$ cat src/rtl/dmem_arb_pkg.sv
// dmem_arb_pkg: shared definitions for the data-memory arbiter.
//   state_e          - controller FSM states (idle / memory access / response)
//   MEM_LAT_DEFAULT  - default number of memory access cycles
//   REQ_CPU, REQ_DBG - requester indices (r0 = CPU, r1 = debug)
//   NUM_REQ          - number of requesters
package dmem_arb_pkg;

  typedef enum logic [1:0] {
    ST_IDLE = 2'd0,
    ST_BUSY = 2'd1,
    ST_RESP = 2'd2
  } state_e;

  localparam int MEM_LAT_DEFAULT = 2;
  localparam int REQ_CPU         = 0;
  localparam int REQ_DBG         = 1;
  localparam int NUM_REQ         = 2;

endpackage

$ cat src/rtl/rr_arb2.sv
// rr_arb2: two-way round-robin picker.
//   clk, rst_n : clock and asynchronous active-low reset
//   req[1:0]   : qualified requests (already masked when the owner is busy)
//   gnt[1:0]   : one-hot grant, combinational from req and the pointer
// The pointer names the requester favoured on contention; it moves to the
// other requester every time a grant is issued, and resets to favour r0.
module rr_arb2 (
  input  logic       clk,
  input  logic       rst_n,
  input  logic [1:0] req,
  output logic [1:0] gnt
);

  logic ptr_q, ptr_d;

  always_comb begin
    gnt = req;
    if (req == 2'b11) begin
      gnt = ptr_q ? 2'b10 : 2'b01;
    end
  end

  always_comb begin
    ptr_d = ptr_q;
    if (gnt[0]) begin
      ptr_d = 1'b1;
    end else if (gnt[1]) begin
      ptr_d = 1'b0;
    end
  end

  always_ff @(posedge clk or negedge rst_n) begin
    if (!rst_n) begin
      ptr_q <= 1'b0;
    end else begin
      ptr_q <= ptr_d;
    end
  end

endmodule

$ cat src/rtl/dmem_arbiter.sv
// dmem_arbiter: shares one single-port data memory between two requesters.
//   r0_* / r1_*  : requester ports (req/we/addr/wdata in; gnt/done/err/rdata out)
//   mem_*        : memory port, access takes MEM_LAT cycles with strobes held
// Flow: IDLE grants one request and captures it, BUSY runs the memory access
// for MEM_LAT cycles, RESP pulses done for the owner. Misaligned word
// addresses skip BUSY and complete with err set.
module dmem_arbiter
  import dmem_arb_pkg::*;
#(
  parameter int MEM_LAT = MEM_LAT_DEFAULT,
  parameter int ADDR_W  = 32
) (
  input  logic              clk,
  input  logic              rst_n,
  input  logic              r0_req,
  input  logic              r0_we,
  input  logic [ADDR_W-1:0] r0_addr,
  input  logic [31:0]       r0_wdata,
  output logic              r0_gnt,
  output logic              r0_done,
  output logic              r0_err,
  output logic [31:0]       r0_rdata,
  input  logic              r1_req,
  input  logic              r1_we,
  input  logic [ADDR_W-1:0] r1_addr,
  input  logic [31:0]       r1_wdata,
  output logic              r1_gnt,
  output logic              r1_done,
  output logic              r1_err,
  output logic [31:0]       r1_rdata,
  output logic [ADDR_W-1:0] mem_addr,
  output logic [31:0]       mem_wdata,
  output logic              mem_read,
  output logic              mem_write,
  input  logic [31:0]       mem_rdata
);

  localparam int CNT_W = (MEM_LAT > 1) ? $clog2(MEM_LAT) : 1;

  state_e              state_q, state_d;
  logic [CNT_W-1:0]    cnt_q, cnt_d;
  logic                owner_q, owner_d;
  logic                we_q, we_d;
  logic                err_q, err_d;
  logic [ADDR_W-1:0]   addr_q, addr_d;
  logic [31:0]         wdata_q, wdata_d;

  logic [NUM_REQ-1:0]  req_v, gnt_v, done_v, err_v;
  logic [31:0]         rdata_v [NUM_REQ];
  logic                sel_we;
  logic [ADDR_W-1:0]   sel_addr;
  logic [31:0]         sel_wdata;
  logic                load_fin;

  // Requests are only visible to the picker in IDLE, so the pointer can
  // only advance on a real grant.
  always_comb begin
    req_v = '0;
    if (state_q == ST_IDLE) begin
      req_v[REQ_CPU] = r0_req;
      req_v[REQ_DBG] = r1_req;
    end
  end

  rr_arb2 u_rr_arb2 (
    .clk   (clk),
    .rst_n (rst_n),
    .req   (req_v),
    .gnt   (gnt_v)
  );

  assign sel_we    = gnt_v[REQ_DBG] ? r1_we    : r0_we;
  assign sel_addr  = gnt_v[REQ_DBG] ? r1_addr  : r0_addr;
  assign sel_wdata = gnt_v[REQ_DBG] ? r1_wdata : r0_wdata;

  always_comb begin
    state_d  = state_q;
    cnt_d    = cnt_q;
    owner_d  = owner_q;
    we_d     = we_q;
    err_d    = err_q;
    addr_d   = addr_q;
    wdata_d  = wdata_q;
    load_fin = 1'b0;
    case (state_q)
      ST_IDLE: begin
        if (|gnt_v) begin
          owner_d = gnt_v[REQ_DBG];
          we_d    = sel_we;
          addr_d  = sel_addr;
          wdata_d = sel_wdata;
          err_d   = (sel_addr[1:0] != 2'b00);
          cnt_d   = CNT_W'(MEM_LAT - 1);
          // Misaligned accesses never touch memory.
          state_d = err_d ? ST_RESP : ST_BUSY;
        end
      end
      ST_BUSY: begin
        if (cnt_q == '0) begin
          load_fin = !we_q;
          state_d  = ST_RESP;
        end else begin
          cnt_d = cnt_q - CNT_W'(1);
        end
      end
      ST_RESP: begin
        state_d = ST_IDLE;
      end
      default: begin
        state_d = ST_IDLE;
      end
    endcase
  end

  always_ff @(posedge clk or negedge rst_n) begin
    if (!rst_n) begin
      state_q <= ST_IDLE;
      cnt_q   <= '0;
      owner_q <= 1'b0;
      we_q    <= 1'b0;
      err_q   <= 1'b0;
      addr_q  <= '0;
      wdata_q <= '0;
    end else begin
      state_q <= state_d;
      cnt_q   <= cnt_d;
      owner_q <= owner_d;
      we_q    <= we_d;
      err_q   <= err_d;
      addr_q  <= addr_d;
      wdata_q <= wdata_d;
    end
  end

  // Per-requester completion flags and read-data holding registers.
  for (genvar gi = 0; gi < NUM_REQ; gi++) begin : g_req
    logic [31:0] rdata_q, rdata_d;

    assign done_v[gi] = (state_q == ST_RESP) && (owner_q == 1'(gi));
    assign err_v[gi]  = done_v[gi] && err_q;

    always_comb begin
      rdata_d = rdata_q;
      if (load_fin && (owner_q == 1'(gi))) begin
        rdata_d = mem_rdata;
      end
    end

    always_ff @(posedge clk or negedge rst_n) begin
      if (!rst_n) begin
        rdata_q <= '0;
      end else begin
        rdata_q <= rdata_d;
      end
    end

    assign rdata_v[gi] = rdata_q;
  end

  assign r0_gnt    = gnt_v[REQ_CPU];
  assign r1_gnt    = gnt_v[REQ_DBG];
  assign r0_done   = done_v[REQ_CPU];
  assign r1_done   = done_v[REQ_DBG];
  assign r0_err    = err_v[REQ_CPU];
  assign r1_err    = err_v[REQ_DBG];
  assign r0_rdata  = rdata_v[REQ_CPU];
  assign r1_rdata  = rdata_v[REQ_DBG];

  assign mem_addr  = addr_q;
  assign mem_wdata = wdata_q;
  assign mem_read  = (state_q == ST_BUSY) && !we_q;
  assign mem_write = (state_q == ST_BUSY) && we_q;

endmodule

$ cat config.mk
export PLATFORM = sky130hd
export DESIGN_NAME = dmem_arbiter
export DESIGN_NICKNAME = d
export VERILOG_FILES = /design/src/rtl/dmem_arb_pkg.sv /design/src/rtl/rr_arb2.sv /design/src/rtl/dmem_arbiter.sv
export SDC_FILE = /design/constraint.sdc
export NUM_CORES = 1
export LEC_CHECK = 0
export CORE_MARGIN = 2
export CORE_UTILIZATION = 40
export DETAILED_ROUTE_END_ITERATION = 6
export PLACE_DENSITY_LB_ADDON = 0.2
export SYNTH_ARGS = -nofsm -noshare
export SYNTH_HDL_FRONTEND = slang
export SYNTH_HIERARCHICAL = 1
export SYNTH_SLANG_ARGS = --single-unit
export TNS_END_PERCENT = 100
$ cat constraint.sdc
create_clock -name clk -period 3.2 [get_ports clk]
set_clock_uncertainty 0.2 [all_clocks]
set_input_delay 0.64 -clock clk [delete_from_list [all_inputs] [get_ports clk]]
set_output_delay 0.64 -clock clk [all_outputs]
set_load 0.005 [all_outputs]
* Word-level counts from Yosys, hierarchy flattened *
Index checks and enable logic that the tools add are counted.

storage, ports and cells
  register bits after elaboration = 135
  output and inout port bits = 136
  logic and storage cells = 51

operators by class
  add/sub/neg operators = 1
  eq/ne operators = 5
  mux-type cells = 17
  bitwise operators = 1
  reductions and logical operators = 17

operators with widths
  cell                                                                   count
  32-bit 2-to-1 mux                                                      2
  2-bit 2-to-1 mux                                                       6
  1-bit logical AND                                                      8
  1-bit 2-to-1 mux                                                       7
  2-bit AND reduction                                                    3
  2-bit nonzero test                                                     3
  2-bit equality test, second input constant                             2
  2-bit one-hot mux with 2 select lines                                  1
  2-bit by 1-bit equality test with 1-bit output, second input constant  1
  2-bit logical NOT                                                      1
  2-bit by 1-bit != test with 1-bit output, second input constant        1
  2-bit != test, second input constant                                   1
  1-bit one-hot mux with 2 select lines                                  1
  2-bit OR reduction                                                     1
  1-bit logical NOT                                                      1
  1-bit NOT                                                              1
  1-bit subtractor, second input constant                                1

* Logic depth before layout (Yosys ltp) *
Gate-level depths: netlist (run 1).

  depth after elaboration = 9
  depth in mapped cells = 8

* Hierarchy *
Netlist (run 1), hierarchy kept.

by module, submodules not included
  module        times used  cells each  area each (µm²)  seq. area each (µm²)
  dmem_arbiter  1           378         5,954.5          3,353.2
  rr_arb2       1           7           60.1             25.0

* Worst setup path after synthesis (run 1) *
No wires, ideal clock.

  kind = register to register
  start = reg state_q[0]
  end = reg wdata_q[19], in the netlist mem_wdata[19]
  library setup time = 0.125 ns
  arrival = 2.346 ns
  data required time = 2.875 ns
  path slack = 0.529 ns
  stages on the path, launching flop included = 9
  clock period less this slack = 2.671 ns
  cells stage by stage = dfrtp_1 nor2_1 and2_1 a21boi_1 buf_2 buf_2 buf_1 mux2_2 mux2_2

on the way
  longest elaborated chain between the ends = 6
  elaborated cells between the ends (all ways) = 7

ends and longest elaborated chain
  item                                  RTL line             RTL
  start: declaration                    dmem_arbiter.sv:40   state_e state_q, state_d;
  start signal: assignment              dmem_arbiter.sv:125  state_q <= state_d;
  2-bit logical NOT (*)                 dmem_arbiter.sv:59   if (state_q == ST_IDLE) begin
  2-bit 2-to-1 mux (*)                  dmem_arbiter.sv:59
  net req_v[1]                          dmem_arbiter.sv:48   logic [NUM_REQ-1:0] req_v, gnt_v, done_v, err_v;
  2-bit equality test                   rr_arb2.sv:18        if (req == 2'b11) begin
  2-bit 2-to-1 mux (*)                  rr_arb2.sv:18
  net r1_gnt                            dmem_arbiter.sv:27   output logic r1_gnt,
  2-bit OR reduction                    dmem_arbiter.sv:87   if (|gnt_v) begin
  2-bit AND reduction (no source line)  n/a
  end signal: assignment                dmem_arbiter.sv:131  wdata_q <= wdata_d;
  end: declaration                      dmem_arbiter.sv:46   logic [31:0] wdata_q, wdata_d;

The timed path passes the listed nets; every way through them passes the cells marked *.
A chain may end at the register's enable or synchronous reset.

* Worst setup path after layout (run 1) *
  start = reg state_q[0]
  end = out r0_gnt

on the way
  longest elaborated chain between the ends = 4

ends and longest elaborated chain
  item                   RTL line            RTL
  2-bit logical NOT (*)  dmem_arbiter.sv:59
  2-bit 2-to-1 mux (*)   dmem_arbiter.sv:59
  net req_v[0]           dmem_arbiter.sv:48
  2-bit equality test    rr_arb2.sv:18
  2-bit 2-to-1 mux (*)   rr_arb2.sv:18
  end: declaration       dmem_arbiter.sv:19  output logic r0_gnt,

Marked as above.

==> results of run 1 <==
placed cells by master, fill, tap and decap left out, types with 4 or more instances in the layout:
cell type        instances
buf_12                   4
buf_4                    5
clkbuf_16               17
clkbuf_8                 4
clkdlybuf4s50_1        300
clkinv_2                 4
dfrtp_1                135
inv_1                    4
mux2_2                 160
mux2_4                  30
nand2_1                  4
nor2_1                   4
stage by stage:
step | setup slack, ns | power (mW) | area (µm²) | util | hold WS, ns
CTS | 0.0370 | 9.19 | 9850 | 0.675 | 0.0165
floorplan | 0.529 | 4.80 | 6010 | - | 0.144
global route | 0.0699 | 9.57 | 9850 | 0.675 | 0.0394
detailed placement | 0.237 | 7.21 | 9260 | 0.635 | 0.280
global placement | 0.228 | 7.08 | 9260 | 0.635 | 0.276
finish | 0.180 | 9.07 | 9850 | 0.675 | 0.00762
Yosys cell counts (all sizes together):
| cell | n | share of area |
|---|---|---|
| mux2 | 192 | 0.38 |
| dfrtp | 135 | 0.56 |
| buf | 18 | 0.020 |
| clkbuf | 5 | 0.0031 |
| nor2 | 5 | 0.0031 |
| inv | 4 | 0.0025 |
| nand2 | 4 | 0.0025 |
| and2 | 3 | 0.0031 |
| mux2i | 3 | 0.0050 |
| a21boi | 2 | 0.0025 |
| nand2b | 2 | 0.0033 |
| a21oi | 1 | 0.00083 |
| a22o | 1 | 0.0015 |
| and2b | 1 | 0.0012 |
| and3 | 1 | 0.0010 |
| nor2b | 1 | 0.0010 |
| nor4 | 1 | 0.0021 |
| o21a | 1 | 0.0012 |
| o21ai | 1 | 0.00083 |
| o22ai | 1 | 0.0010 |
| o2bb2ai | 1 | 0.0015 |
| o32ai | 1 | 0.0015 |
| or4b | 1 | 0.0017 |
per-layer routing:
metal | wire length [µm] | part of all wire | vias up
met5 | 0 | 0 | -
met4 | 535 | 0.033 | 0
met3 | 1230 | 0.075 | 33
met2 | 8580 | 0.52 | 173
met1 | 6090 | 0.37 | 2132
li1 | - | - | 2002
repair_timing:
action / CTS / global route
endpoints found under the hold margin: 0 / 0
endpoints found under the setup margin: 0 / 1
resized for setup: 0 / 1
sequential cells by signal, indices dropped and copies added (netlist names):
signal	count
r1_rdata	32
mem_wdata	32
u_rr_arb2/ptr_q	1
mem_addr	32
err_q	1
state_q	2
owner_q	1
r0_rdata	32
we_q	1
cnt_q	1
final timing paths:
check                      slack [ns]               startpoint                   endpoint  cells after the start
max in group asynchronous        2.06                    rst_n   r1_rdata[17]$_DFFE_PN0P_                      2
min in group clk                 0.29  r0_rdata[4]$_DFFE_PN0P_    r0_rdata[4]$_DFFE_PN0P_                      1
setup / recovery                 0.18   state_q[0]$_DFFE_PN0P_                     r0_gnt                      4
hold / removal                  0.008                    rst_n   mem_addr[12]$_DFFE_PN0P_                      1
hold reg to reg                  0.29  r0_rdata[4]$_DFFE_PN0P_    r0_rdata[4]$_DFFE_PN0P_                      1
setup reg to reg                 0.59   state_q[0]$_DFFE_PN0P_  mem_wdata[12]$_DFFE_PN0P_                      7
logic make-up (layout without fill, tap and decap cells):
| family | after synthesis | count (layout) | share of synthesized area |
|---|---|---|---|
| DFF | 135 | 135 | 0.562 |
| and+or+nand+nor | 19 | 19 | 0.0191 |
| buffers and inverters | 27 | 346 | 0.0252 |
| muxes | 195 | 195 | 0.383 |
| AOI/OAI and AO/OA | 9 | 9 | 0.0108 |
area by class of cell:
| cell class | instances | area, µm² |
|---|---|---|
| tap | 184 | 230 |
| fill | 1066 | 4740 |
| timing repair buffer | 310 | 3130 |
| sequential | 135 | 3380 |
| multi-input combinational | 223 | 2510 |
| inverter | 4 | 15.0 |
| clock buffer | 24 | 492 |
| clock inverter | 8 | 95.1 |
where the power goes:
part           leakage, nW  internal, mW  switching (mW)
clock                0.286          1.22           0.702
combinational         2.28          2.82            1.28
sequential            1.63          2.56           0.479
total                 4.20          6.60            2.47
==> flow_summary.ini, run 1 <==
[setup_path]
path_class = flip-flop to output pin
crit_required_ns = 2.36
arrival_ns = 2.18
path_max_fanout = 6
startpoint_type = flip-flop
cp-end-kind = output pin
path_cells = nor2_2 > and2_1 > a21boi_0 > clkdlybuf4s50_1
cpPeakStageDelay_ns = 0.55
path_delay_family = buffers and inverters
critPathBufInv = 1
cp_slowest_cell = clkdlybuf4s50_1

[final_layout]
antennaDiodeCount = 0
layout.cells.non_filler = 888
nNetsFinal = 857
area_growth_pct = 63.8
drive_gt1_frac = 0.334

[yosys]
syn_area_per_cell_um2 = 15.6
yosys_warnings = 6
syn_area_um2 = 6010
synth.net_count = 551
synth_cells = 385
synth.distinct_cells = 30
synth_seq_cells = 135
yosysSeqAreaShare = 0.562

[floorplanning]
design.core.area_um2 = 14600
placementRows = 44
dieWidth_um = 127
initial_core_util = 0.412
die_h_um = 127
io_pins = 302
die_area_um2 = 16000

[cts]
cts_setup_buffers = 0
cts.sinks = 135
cts_max_level = 4
cts_tree = done
cts.clk_slew.worst_paths_ns = 0.05
clockBufferDepth = 2
numCtsBuffers = 17
ctsHoldBuffers = 0
cts-root-buf = clkbuf_16
insertion_delay_ns = 0.41

[global_routing]
grt_pass1_wl_mm = 25.8
grt_max_degree = 65
grtUsageMet1 = 0.222
busiest_layer = met2
grt_pass1_vias = 4874
use_met3 = 0.0730
use_met2 = 0.376
grt_antenna_before_repair = 0
grt.total_usage = 0.210
grt_overflow_total = 0

[sta]
slew_viol_final = 0
tns_ns = 0
rsz0062_at_grt = no
slew_headroom = 0.582
hold_viol_final = 0
period_share = 0.944
worst_pin_slew_ns = 0.627
setup_viol = 0
fin_crit_ns = 3.02
fmax_ghz = 0.331

[run_status]
status = completed

[route]
drt_pass1_iterations = 6
viasPerCell = 4.89
drc = 0
ant_nets = 0
vias = 4340
drt_wl_total_mm = 16.4
drtIter0Drc = 163
wire_per_inst_um = 18.5

[placed_design]
gp_congestion = 0.759
dp.cells = 856
port_buffers = 301
place_hpwl_mm = 12.4

[job]
drv_cap = 0

[power_and_ir_drop]
p_per_area_nw_per_um2 = 920
ir_worst_vdd_mv = 0.447
cellLeakagePower_nw = 4.20

[hold_path]
hp-class = input pin to asynchronous set/reset pin
(Power assumes the default switching activity.)
==> inputs of run 2 (changes only) <==
--- a/config.mk
+++ b/config.mk
@@ -8,6 +8,7 @@
 export CORE_MARGIN = 2
 export CORE_UTILIZATION = 40
 export DETAILED_ROUTE_END_ITERATION = 6
+export MAX_ROUTING_LAYER = met4
 export PLACE_DENSITY_LB_ADDON = 0.2
 export SYNTH_ARGS = -nofsm -noshare
 export SYNTH_HDL_FRONTEND = slang
==> flow_summary.ini, run 2 (same netlist as run 1, synthesis figures left out) <==
[cts]
cts_setup_buffers = 0
cts.clk_slew.worst_paths_ns = 0.05
cts-root-buf = clkbuf_16
numCtsBuffers = 17
ctsHoldBuffers = 0
cts_max_level = 4
cts_tree = done
insertion_delay_ns = 0.42
cts.sinks = 135
ctsResizeCount = 0
clockBufferDepth = 2

[sta]
period_share = 0.945
tns_ns = 0
fmax_ghz = 0.331
hold_viol_final = 0
rsz0062_at_grt = no
worst_pin_slew_ns = 0.634
timing.hold.ws_ns = 0.00107
fin_crit_ns = 3.02
slew_viol_final = 0
setup_viol = 0
slew_headroom = 0.577

[placed_design]
port_buffers = 301
dp.cells = 856
place_hpwl_mm = 12.4
gp_congestion = 0.769

[floorplanning]
io_pins = 302
initial_core_util = 0.412
dieWidth_um = 127
die_h_um = 127
design.core.area_um2 = 14600
die_area_um2 = 16000
placementRows = 44

[setup_path]
path_delay_family = buffers and inverters
arrival_ns = 2.18
worst-path-stages = 4
path_cells = nor2_2 > and2_1 > a21boi_0 > clkdlybuf4s50_1
startpoint_type = flip-flop
r2r_slack_ns = 0.59
crit_required_ns = 2.36
path_class = flip-flop to output pin
cpPeakStageDelay_ns = 0.55
path_max_fanout = 6
cp-end-kind = output pin
r2r_cells = 7
cp_slowest_cell = clkdlybuf4s50_1
critPathBufInv = 1

[route]
drt_wl_total_mm = 16.4
drc = 0
vias = 4356
drtIter0Drc = 156
wire_per_inst_um = 18.5
viasPerCell = 4.91
ant_nets = 0
drt_pass1_iterations = 4

[power_and_ir_drop]
p_seq_frac = 0.335
power_switching_mw = 2.47
p_per_area_nw_per_um2 = 921
internal_power_mw = 6.60
ir_worst_vdd_mv = 0.446
cellLeakagePower_nw = 4.20
sw_frac_of_total = 0.273
clockPowerShare = 0.213
combinationalPowerShare = 0.452

[global_routing]
grt.total_usage = 0.216
grt_pass1_wl_mm = 25.7
grt_antenna_before_repair = 0
grt_overflow_total = 0
grt_pass1_vias = 4896
grt_max_degree = 65

[final_layout]
layout_common_cells = 300 x clkdlybuf4s50_1, 160 x mux2_2, 135 x dfrtp_1
nNetsFinal = 857
antennaDiodeCount = 0
area_growth_pct = 63.8
mostFrequentLayoutCell = clkdlybuf4s50_1
final.fill_count = 1066
layout.cells.non_filler = 888
utilization = 0.675
drive_gt1_frac = 0.334
multi_input_area_um2 = 2510
regArea_um2 = 3380

[job]
drv_cap = 0

[run_status]
status = completed

[hold_path]
hp-class = input pin to asynchronous set/reset pin
run 2: metrics by stage:
step / instance area (µm²) / setup WS [ns] / power [mW]
after detailed placement: 9260 / 0.237 / 7.21
final: 9850 / 0.177 / 9.07
after global routing: 9850 / 0.0684 / 9.57
after floorplan: 6010 / 0.529 / 4.80
after CTS: 9850 / 0.0370 / 9.19
after global placement: 9260 / 0.228 / 7.08
run 2: worst paths after layout:
path,from,end
setup / recovery,state_q[0]$_DFFE_PN0P_,r0_gnt
hold / removal,rst_n,mem_addr[12]$_DFFE_PN0P_
setup reg to reg,state_q[0]$_DFFE_PN0P_,mem_wdata[12]$_DFFE_PN0P_
hold reg to reg,r0_rdata[4]$_DFFE_PN0P_,r0_rdata[4]$_DFFE_PN0P_
max in group asynchronous,rst_n,r0_rdata[3]$_DFFE_PN0P_
min in group clk,r0_rdata[4]$_DFFE_PN0P_,r0_rdata[4]$_DFFE_PN0P_
run 2: routing by layer:
layer	GRT usage	wire length, µm	vias up
li1	-	-	2000
met1	0.226	6130	2145
met2	0.377	8580	176
met3	0.0683	1170	35
met4	0.0931	547	0
met5	-	0	-
run 2: power by group through the flow:
stage	Combinational [mW]	Sequential (mW)	Clock (mW)
after global routing	4.36	3.15	2.05
after global placement	4.07	3.01	0
final	4.10	3.04	1.93
after detailed placement	4.15	3.06	0
after floorplan	1.74	3.06	0
after CTS	4.17	3.05	1.96
run 2: cell type report:
| cell class | instances | share of cell area |
|---|---|---|
| Clock inverter | 8 | 0.00965 |
| Tap cell | 184 | 0.0234 |
| Clock buffer | 24 | 0.0499 |
| Sequential cell | 135 | 0.343 |
| Timing Repair Buffer | 310 | 0.318 |
| Inverter | 4 | 0.00152 |
| Multi-Input combinational cell | 223 | 0.255 |
run 2: worst register-to-register path, stage by stage, from the launching register on:
cell and delay (ns):
dfrtp_1 0.43, nor2_2 0.26, and2_1 0.21, a21boi_4 0.22, buf_12 0.23, buf_12 0.27, mux2_2 0.40, mux2_2 0.27
